**src/rtl/lsu_bus_ctrl.sv**
```systemverilog
// Load/store unit bus controller: issues one req/ack bus transaction per memory instruction,
// stalls execute while it is in flight and reports misalignment, bus errors and timeouts.
module lsu_bus_ctrl #(
    parameter int AW      = 16,
    parameter int DW      = 16,
    parameter int TIMEOUT = 255
) (
    input  logic          i_clk,
    input  logic          i_rst,
    input  logic          i_req_valid,
    input  logic          i_is_lw,
    input  logic          i_is_lb,
    input  logic          i_is_sw,
    input  logic [AW-1:0] i_addr,
    input  logic [DW-1:0] i_wdata,
    output logic          o_busy,
    output logic [DW-1:0] o_rdata,
    output logic          o_rdata_valid,
    output logic          o_err,
    output logic [1:0]    o_err_cause,
    output logic          o_bus_req,
    output logic          o_bus_we,
    output logic [AW-1:0] o_bus_addr,
    output logic [DW-1:0] o_bus_wdata,
    output logic [1:0]    o_bus_be,
    input  logic          i_bus_ack,
    input  logic [DW-1:0] i_bus_rdata,
    input  logic          i_bus_err
);

    typedef enum logic [1:0] {
        ST_IDLE = 2'b00,
        ST_REQ  = 2'b01,
        ST_DONE = 2'b10,
        ST_ERR  = 2'b11
    } state_t;

    localparam logic [7:0] TMO_LIMIT = 8'(TIMEOUT);
    localparam logic       TMO_EN    = (TIMEOUT != 0);

    localparam logic [1:0] CAUSE_ALIGN = 2'b01;
    localparam logic [1:0] CAUSE_BUS   = 2'b10;
    localparam logic [1:0] CAUSE_TMO   = 2'b11;

    state_t        state_r;
    logic [7:0]    tmo_cnt_r;
    logic          is_lb_r;
    logic          is_load_r;

    logic          decode_ok_s;
    logic          misalign_s;
    logic          reject_s;
    logic          tmo_hit_s;
    logic [1:0]    be_s;
    logic [AW-1:0] addr_s;

    function automatic logic onehot3(input logic a, input logic b, input logic c);
        return ({a, b, c} == 3'b100) || ({a, b, c} == 3'b010) || ({a, b, c} == 3'b001);
    endfunction

    // lb is zero-extended from the lane picked by the latched address bit 0
    function automatic logic [15:0] load_result(input logic is_lb, input logic hi_lane,
                                                input logic [15:0] bus_rdata);
        logic [15:0] res;
        if (!is_lb) begin
            res = bus_rdata;
        end else if (hi_lane) begin
            res = {8'h00, bus_rdata[15:8]};
        end else begin
            res = {8'h00, bus_rdata[7:0]};
        end
        return res;
    endfunction

    // Request decode: legality, alignment, byte enables and bus address for the incoming access
    always_comb begin
        decode_ok_s = onehot3(i_is_lw, i_is_lb, i_is_sw);
        misalign_s  = (i_is_lw || i_is_sw) && i_addr[0];
        reject_s    = !decode_ok_s || misalign_s;
        addr_s      = i_addr;
        if (i_is_lb) begin
            be_s = i_addr[0] ? 2'b10 : 2'b01;
        end else begin
            be_s      = 2'b11;
            addr_s[0] = 1'b0;
        end
    end

    // Timeout fires on the REQ cycle that would complete TIMEOUT cycles without an ack
    always_comb begin
        if (TMO_EN) begin
            tmo_hit_s = (tmo_cnt_r == (TMO_LIMIT - 8'd1));
        end else begin
            tmo_hit_s = 1'b0;
        end
    end

    // Stall execute while a request is being accepted or is in flight
    always_comb begin
        o_busy = ((state_r == ST_IDLE) && i_req_valid) || (state_r == ST_REQ);
    end

    // Access FSM with all bus and result outputs registered
    always_ff @(posedge i_clk) begin
        if (i_rst) begin
            state_r       <= ST_IDLE;
            tmo_cnt_r     <= 8'd0;
            is_lb_r       <= 1'b0;
            is_load_r     <= 1'b0;
            o_rdata       <= '0;
            o_rdata_valid <= 1'b0;
            o_err         <= 1'b0;
            o_err_cause   <= 2'b00;
            o_bus_req     <= 1'b0;
            o_bus_we      <= 1'b0;
            o_bus_addr    <= '0;
            o_bus_wdata   <= '0;
            o_bus_be      <= 2'b00;
        end else begin
            o_rdata_valid <= 1'b0;
            o_err         <= 1'b0;
            case (state_r)
                ST_IDLE: begin
                    if (i_req_valid) begin
                        if (reject_s) begin
                            state_r     <= ST_ERR;
                            o_err       <= 1'b1;
                            o_err_cause <= CAUSE_ALIGN;
                        end else begin
                            state_r     <= ST_REQ;
                            tmo_cnt_r   <= 8'd0;
                            is_lb_r     <= i_is_lb;
                            is_load_r   <= i_is_lw || i_is_lb;
                            o_bus_req   <= 1'b1;
                            o_bus_we    <= i_is_sw;
                            o_bus_addr  <= addr_s;
                            o_bus_wdata <= i_wdata;
                            o_bus_be    <= be_s;
                        end
                    end
                end
                ST_REQ: begin
                    // Error beats ack; ack beats the timeout landing on the same cycle
                    if (i_bus_err) begin
                        state_r     <= ST_ERR;
                        o_bus_req   <= 1'b0;
                        o_err       <= 1'b1;
                        o_err_cause <= CAUSE_BUS;
                    end else if (i_bus_ack) begin
                        state_r       <= ST_DONE;
                        o_bus_req     <= 1'b0;
                        o_rdata_valid <= 1'b1;
                        if (is_load_r) begin
                            o_rdata <= load_result(is_lb_r, o_bus_addr[0], i_bus_rdata);
                        end
                    end else if (tmo_hit_s) begin
                        state_r     <= ST_ERR;
                        o_bus_req   <= 1'b0;
                        o_err       <= 1'b1;
                        o_err_cause <= CAUSE_TMO;
                    end else begin
                        tmo_cnt_r <= tmo_cnt_r + 8'd1;
                    end
                end
                ST_DONE: begin
                    state_r <= ST_IDLE;
                end
                ST_ERR: begin
                    state_r <= ST_IDLE;
                end
                default: begin
                    state_r   <= ST_IDLE;
                    o_bus_req <= 1'b0;
                end
            endcase
        end
    end

endmodule

```
**config.mk**
```make
export PLATFORM = sky130hd
export DESIGN_NAME = lsu_bus_ctrl
export DESIGN_NICKNAME = d
export VERILOG_FILES = /design/src/rtl/lsu_bus_ctrl.sv
export SDC_FILE = /design/constraint.sdc
export NUM_CORES = 1
export LEC_CHECK = 0
export ABC_AREA = 1
export CORE_MARGIN = 2
export CORE_UTILIZATION = 30
export CTS_BUF_LIST = sky130_fd_sc_hd__clkbuf_8
export CTS_CLUSTER_SIZE = 30
export DETAILED_ROUTE_END_ITERATION = 10
export PLACE_DENSITY = 0.66
export SYNTH_ARGS = -nofsm -noshare
export SYNTH_HDL_FRONTEND = slang
export SYNTH_SLANG_ARGS = --single-unit
```
**constraint.sdc**
```tcl
create_clock -name i_clk -period 1.9 [get_ports i_clk]
set_input_delay 0.285 -clock i_clk [delete_from_list [all_inputs] [get_ports i_clk]]
set_output_delay 0.285 -clock i_clk [all_outputs]
set_load 0.02 [all_outputs]
```
==> flow_metrics.py, run 1 <==
metrics = {
    "outcome": {
        "status": "complete, no violations",
    },
    "timing": {
        "min_period_ns": 1.658,
        "tightest_slew_ns": 0.5446,
        "finalCritPeriodShare": 0.8729,
        "rsz0062_at_grt": "false",
        "hold_viol_final": 0,
        "finalSetupViolCount": 0,
        "max_freq_mhz": 603.0,
        "relSlewSlack": 0.6365,
        "timing.final.ws_setup_ns": 0.2415,
        "report.final.slew_viol_count": 0,
        "clock_skew_ns": 0.006733,
    },
    "drt": {
        "drt_iter0_markers": 113,
        "met1_length_mm": 3.244,
        "wl_met2_mm": 3.508,
        "drcViolationCount": 0,
        "antenna_left": 0,
        "wl_met3_um": 468,
        "via_per_inst": 4.648,
        "first_pass_iters": 4,
        "wire_per_inst_um": 12.43,
        "wl_mm": 7.373,
        "highest-signal-layer": "met4",
        "vias": 2756,
    },
    "clock_network": {
        "cts_buffer_depth": 2,
        "cts_setup_buffers": 0,
        "cts_tree": "built",
        "cts_buffers": 9,
        "root_buffer": "clkbuf_8",
        "clk_pin_slew_ns": 0.07,
        "clkSinkCount": 68,
        "postCtsHoldBufs": 0,
        "htreeDepth": 3,
        "clk_latency_ns": 0.34,
    },
    "critical_path": {
        "crit_type": "reg -> reg",
        "critPathLaunchType": "register",
        "cp_cell_sequence": "inv_1 > ha_1 > nand2_1 > nor2_1 > nand2_1 > nand3_4 > nand2_1 > o21ai_0 > nand2_1 > nor2_1",
        "cp-end-kind": "register",
        "crit_slowest_cell": "dfxtp_1",
        "cpMostUsedCell": "nand2_1",
        "cp_slowest_stage_delay_ns": 0.36,
        "crit_fanout": 11,
        "worst-path-buf-inv": 1,
        "arrival_ns": 1.89,
        "cpLargestDelayFamily": "simple AND/OR/NAND/NOR gates",
        "crit_required_ns": 2.13,
    },
    "synth": {
        "yosysTopAreaCellShare": 0.4885,
        "synth.avg_cell_area_sq_um": 7.551,
        "synth_area_sq_um": 2786,
        "synth_area_leader_cell": "dfxtp_1",
        "yosys_warnings": 0,
        "synth-seq-cells": 68,
        "syn-num-nets": 427,
        "synthTopCellsByArea": "dfxtp_1 49%, nand2_1 16%, a21oi_1 10%",
        "ys_types": 25,
        "synthesis.instances": 369,
        "synth_seq_area_share": 0.4885,
    },
    "global_route": {
        "grt_pass1_vias": 2591,
        "grt_max_degree": 51,
        "grt_overflow": 0,
        "grt_usage": 0.1491,
        "grt_pass1_wl_mm": 11.93,
        "antenna_found_initial": 0,
    },
    "worst_hold_path": {
        "hold_class": "reg -> reg",
    },
    "die": {
        "num_rows": 35,
        "fp.dieW_um": 100.4,
        "core_sq_um": 9109,
        "dieArea_sq_um": 10080,
        "initial_core_util": 0.3059,
        "dieHeight_um": 100.4,
        "io_pins": 113,
    },
    "pwr": {
        "peakVddDrop_uv": 353.9,
        "switching_share": 0.2685,
        "p_int_mw": 2.260,
        "power_density_nw_per_um2": 745.4,
        "combPwrFrac": 0.171,
        "power.share.clock": 0.338,
        "p_switching_uw": 829.4,
        "leakagePower_nw": 1.527,
        "power_frac_seq": 0.491,
    },
    "cells_and_area": {
        "drive_gt1_frac": 0.06846,
        "nFillCells": 913,
        "utilization": 0.4549,
        "diodes": 0,
        "seqCellArea_sq_um": 1361,
        "multi_input_area_sq_um": 1217,
        "synthToLayoutAreaGrowth_pct": 48.72,
        "final_nets": 538,
        "stdcell_count": 593,
    },
    "placed_design": {
        "hpwl_mm": 5.238,
        "dp_cells": 580,
        "portBuffers": 112,
        "routabilityCongestion": 0.8097,
        "post-place-ws_ns": -0.002912,
    },
    "flow_run": {
        "maxCapViolCount": 0,
    },
}
-- final cells by class --
cell class	count	share of cell area
flip-flops and latches	68	0.3285
well taps	111	0.03351
multi-input cells	261	0.2938
repair buffers	120	0.2865
inverters	20	0.01812
clock inverters	2	0.003019
clock buffers	11	0.03653
-- Yosys cell counts --
cell / count
buf_4: 2
nor3_1: 3
inv_1: 18
o21ai_1: 4
clkbuf_1: 8
nor2_1: 15
nand3b_1: 1
buf_2: 4
nor2_4: 2
a31oi_1: 8
o21bai_1: 2
buf_6: 6
nand3_4: 2
nand2_1: 122
inv_2: 2
ha_1: 2
nand2_4: 1
a21oi_1: 57
nand4_1: 1
nand3_1: 26
nand2_2: 2
o21ai_0: 11
nor2_2: 1
or2_2: 1
dfxtp_1: 68
-- metal layers --
metal  up-vias  global-route usage
met3        12             0.03482
met4         0             0.07587
met1      1245              0.1893
li1       1424                   -
met5         -                   0
met2        75              0.2364
-- state kept, by name, indices dropped and copies added, names as in the netlist --
register and count:
is_lb_r 1, is_load_r 1, o_bus_addr 16, o_bus_be 2, o_bus_req 1, o_bus_wdata 16, o_bus_we 1, o_err 1
o_err_cause 2, o_rdata 16, o_rdata_valid 1, state_r 2, tmo_cnt_r 8
-- metrics by stage --
stage	TNS (ns)	power [mW]	hold slack (ns)	instance area [sq um]
global route	0	3.247	0.4886	4144
detailed placement	-0.002912	2.084	0.4547	3981
floorplan	0	1.817	0.4199	2786
global placement	0	2.080	0.4506	3981
finish	0	3.089	0.4624	4144
CTS	0	3.147	0.4660	4144
-- power groups by stage --
stage,Clock [mW],Sequential (mW),Combinational (mW)
finish,1.04,1.52,0.528
CTS,1.10,1.52,0.535
floorplan,0,1.60,0.215
detailed placement,0,1.55,0.535
global route,1.15,1.52,0.576
global placement,0,1.55,0.533
-- worst paths after layout --
path	slack (ns)	depth (start not counted)	to	from
max	0.24	10	tmo_cnt_r[5]	tmo_cnt_r[0]
min	0.46	2	o_bus_wdata[11]	o_bus_wdata[11]
max reg2reg	0.24	10	tmo_cnt_r[5]	tmo_cnt_r[0]
min reg2reg	0.46	2	o_bus_wdata[11]	o_bus_wdata[11]
-- cells by family after synthesis --
logic type,Yosys count,synth area share
DFF,68,0.4886
and+or+nand+nor,177,0.2753
adders and majority gates,2,0.008979
AOI/OAI and AO/OA,82,0.1527
buffers and inverters,40,0.07454
-- cell usage in the layout (no fill, tap or decap), types with 2 or more instances in the layout --
| cell | count |
|---|---|
| o21bai_1 | 2 |
| a21oi_1 | 57 |
| ha_1 | 2 |
| nor3_1 | 3 |
| inv_2 | 2 |
| inv_1 | 18 |
| nor2_4 | 2 |
| nand2_1 | 122 |
| a31oi_1 | 8 |
| nand3_1 | 26 |
| nand3_4 | 2 |
| buf_4 | 7 |
| dfxtp_1 | 68 |
| nand2_2 | 2 |
| clkdlybuf4s50_1 | 110 |
| o21ai_0 | 11 |
| nor2_1 | 15 |
| o21ai_1 | 4 |
| clkbuf_8 | 11 |
-- worst reg2reg max path, cell delays in order, from the launching register on --
cell,delay (ns)
dfxtp_1,0.36
inv_1,0.09
ha_1,0.20
nand2_1,0.07
nor2_1,0.04
nand2_1,0.11
nand3_4,0.12
nand2_1,0.30
o21ai_0,0.15
nand2_1,0.08
nor2_1,0.04
-- repair_timing --
action                     4_1_cts  5_1_grt
setup endpoints to repair        1        0
gates resized for setup          1        0
hold endpoints to repair         0        0
Note: power is estimated with default switching activity, not from simulation.
==> run 2, diff against run 1 <==
CORE_UTILIZATION = 40   (was 30)
PLACE_DENSITY = 0.82   (was 0.66)
==> run 2 against run 1 <==
  * Via count increased by 1.1%
  * Design area rose by 0.45%
  * Worst hold slack improved by 0.0026 ns
  * Combinational power is essentially flat
  * Clock skew about the same
  * Critical path depth decreased by 5
  * Worst setup slack better by 0.026 ns
  * Utilization increased by 16 points
  * Count of clock-buffer cells in the layout unchanged
  * Die area fell by 24%
  * Critical path type is now reg -> out
  * Largest power group unchanged
==> flow_metrics.py, run 2 (synthesis results as in run 1) <==
metrics = {
    "outcome": {
        "status": "complete, no violations",
    },
    "placed_design": {
        "routabilityCongestion": 0.9123,
        "hpwl_mm": 5.216,
        "dp_cells": 550,
        "portBuffers": 112,
    },
    "critical_path": {
        "cpMostUsedCell": "inv_1",
        "r2r-end": "tmo_cnt_r[5]",
        "crit_type": "reg -> out",
        "cp_cell_sequence": "inv_1 > nor2_4 > inv_1 > nand2_1 > dlygate4sd2_1",
        "critPathLaunchType": "register",
        "reg2reg_slack_ns": 0.28,
        "worst-path-buf-inv": 3,
        "crit_path_start": "state_r[0]",
        "worstRegToRegCells": 10,
        "crit_fanout": 5,
        "cp_slowest_stage_delay_ns": 0.35,
        "cp-end-kind": "primary output",
        "endpoint": "o_busy",
        "arrival_ns": 1.35,
        "crit_cells": 5,
        "crit_slowest_cell": "dfxtp_1",
        "crit_required_ns": 1.62,
        "cpLargestDelayFamily": "buffers and inverters",
        "r2r_start": "tmo_cnt_r[0]",
    },
    "pwr": {
        "peakVddDrop_uv": 417.5,
        "power_density_nw_per_um2": 785.9,
        "leakagePower_nw": 1.553,
        "switching_share": 0.2608,
        "power_frac_seq": 0.463,
        "combPwrFrac": 0.161,
        "p_switching_uw": 853.3,
        "power.share.clock": 0.376,
        "p_int_mw": 2.418,
        "power_mw": 3.271,
    },
    "timing": {
        "setup-tns-final_ns": 0,
        "finalCritPeriodShare": 0.8590,
        "holdWs_ns": 0.4650,
        "clock_skew_ns": 0.007152,
        "rsz0062_at_grt": "false",
        "finalSetupViolCount": 0,
        "relSlewSlack": 0.6536,
        "min_period_ns": 1.632,
        "report.final.slew_viol_count": 0,
        "hold_viol_final": 0,
        "max_freq_mhz": 612.7,
        "tightest_slew_ns": 0.5190,
    },
    "die": {
        "core_sq_um": 6756,
        "num_rows": 30,
        "dieHeight_um": 87.46,
        "io_pins": 113,
        "dieArea_sq_um": 7649,
        "fp.dieW_um": 87.46,
        "initial_core_util": 0.4124,
    },
    "drt": {
        "wl_mm": 7.228,
        "via_per_inst": 4.922,
        "highest-signal-layer": "met4",
        "first_pass_iters": 4,
        "wire_per_inst_um": 12.77,
        "drcViolationCount": 0,
        "wl_met2_mm": 3.430,
        "antenna_left": 0,
        "vias": 2786,
        "wl_met3_um": 657,
        "met1_length_mm": 3.056,
        "drt_iter0_markers": 107,
    },
    "cells_and_area": {
        "layout_common_cells": "121 x nand2_1, 110 x clkdlybuf4s50_1, 68 x dfxtp_1",
        "layout_commonest_cell": "nand2_1",
        "diodes": 0,
        "final_nets": 539,
        "synthToLayoutAreaGrowth_pct": 49.39,
        "drive_gt1_frac": 0.07819,
        "reg_top3": "o_bus_addr x16, o_bus_wdata x16, o_rdata x16",
        "nFillCells": 600,
        "stdcell_count": 566,
    },
    "global_route": {
        "grt_max_degree": 51,
        "grt_pass1_wl_mm": 11.58,
        "antenna_found_initial": 0,
        "grt_pass1_vias": 2651,
        "grt_overflow": 0,
        "grt_usage": 0.1925,
    },
    "clock_network": {
        "root_buffer": "clkbuf_8",
        "clkSinkCount": 68,
        "clk_latency_ns": 0.34,
        "cts_buffer_depth": 2,
        "htreeDepth": 3,
        "clk_pin_slew_ns": 0.07,
        "cts_buffers": 9,
        "cts_setup_buffers": 0,
        "postCtsHoldBufs": 0,
        "cts_tree": "built",
    },
    "flow_run": {
        "maxCapViolCount": 0,
    },
    "worst_hold_path": {
        "hold_class": "reg -> reg",
    },
}
run 2: cell types whose count changed in the layout (fill, tap and decap cells not counted):
cell	previous run	this run
clkinv_4	0	2
buf_4	7	8
bufinv_16	0	1
nand2_1	122	121
nand2_2	2	3
run 2: worst register-to-register path, cell delays in order (launching register included):
cell and delay [ns]:
dfxtp_1 0.36, inv_1 0.10, ha_1 0.20, nand2_1 0.07, nor2_1 0.04, nand2_1 0.13, nand3_4 0.14, nand2_2 0.21
o21ai_0 0.15, nand2_1 0.08, nor2_1 0.05
run 2: stage by stage:
| stage | util | worst slack, ns | instance area, sq um |
|---|---|---|---|
| floorplan | - | 0.5628 | 2786 |
| global placement | 0.5846 | 0.08099 | 3950 |
| detailed placement | 0.5846 | 0.02427 | 3950 |
| CTS | 0.6157 | 0.1862 | 4160 |
| global route | 0.6161 | 0.08867 | 4163 |
| finish | 0.6161 | 0.2680 | 4163 |
run 2: layout make-up:
class	instances	area, sq um	area share
Multi-Input combinational cell	261	1220	0.2931
Sequential cell	68	1361	0.3270
Inverter	20	75.07	0.01803
Timing Repair Buffer	121	1195	0.2870
Clock inverter	5	60.06	0.01443
Tap cell	80	100.1	0.02405
Clock buffer	11	151.4	0.03637
run 2: repair_timing:
action	4_1_cts	5_1_grt
pin swaps	0	0
gates resized for setup	1	1
endpoints found under the hold margin	0	0
setup endpoints to repair	1	1
cloned	0	0
run 2: power groups by stage:
stage          combinational, mW  sequential (mW)  clock [mW]
6_report                   0.526             1.52        1.23
5_1_grt                    0.576             1.52        1.32
4_1_cts                    0.530             1.52        1.27
3_5_place_dp               0.530             1.55           0
3_3_place_gp               0.524             1.55           0
2_1_floorplan              0.215             1.60           0
run 2: worst min-delay path by stage:
stage / depth (start not counted) / end / from
2_1_floorplan: 2 / o_bus_be[1] / i_addr[0]
3_3_place_gp: 1 / tmo_cnt_r[0] / tmo_cnt_r[0]
3_5_place_dp: 2 / o_bus_wdata[10] / o_bus_wdata[10]
4_1_cts: 2 / o_bus_wdata[10] / o_bus_wdata[10]
5_1_grt: 2 / o_bus_wdata[10] / o_bus_wdata[10]
6_report: 2 / o_bus_req / o_bus_req
run 2: layer usage:
| metal | GRT usage | up-vias |
|---|---|---|
| li1 | - | 1430 |
| met2 | 0.3175 | 88 |
| met1 | 0.2240 | 1258 |
| met4 | 0.06014 | 0 |
| met5 | 0 | - |
| met3 | 0.08531 | 10 |
==> run 3, diff against run 2 <==
GPL_ROUTABILITY_DRIVEN = 0   (was unset)
==> results of run 3 <==
Final layout, timing and power as in run 2 (identical DEF).
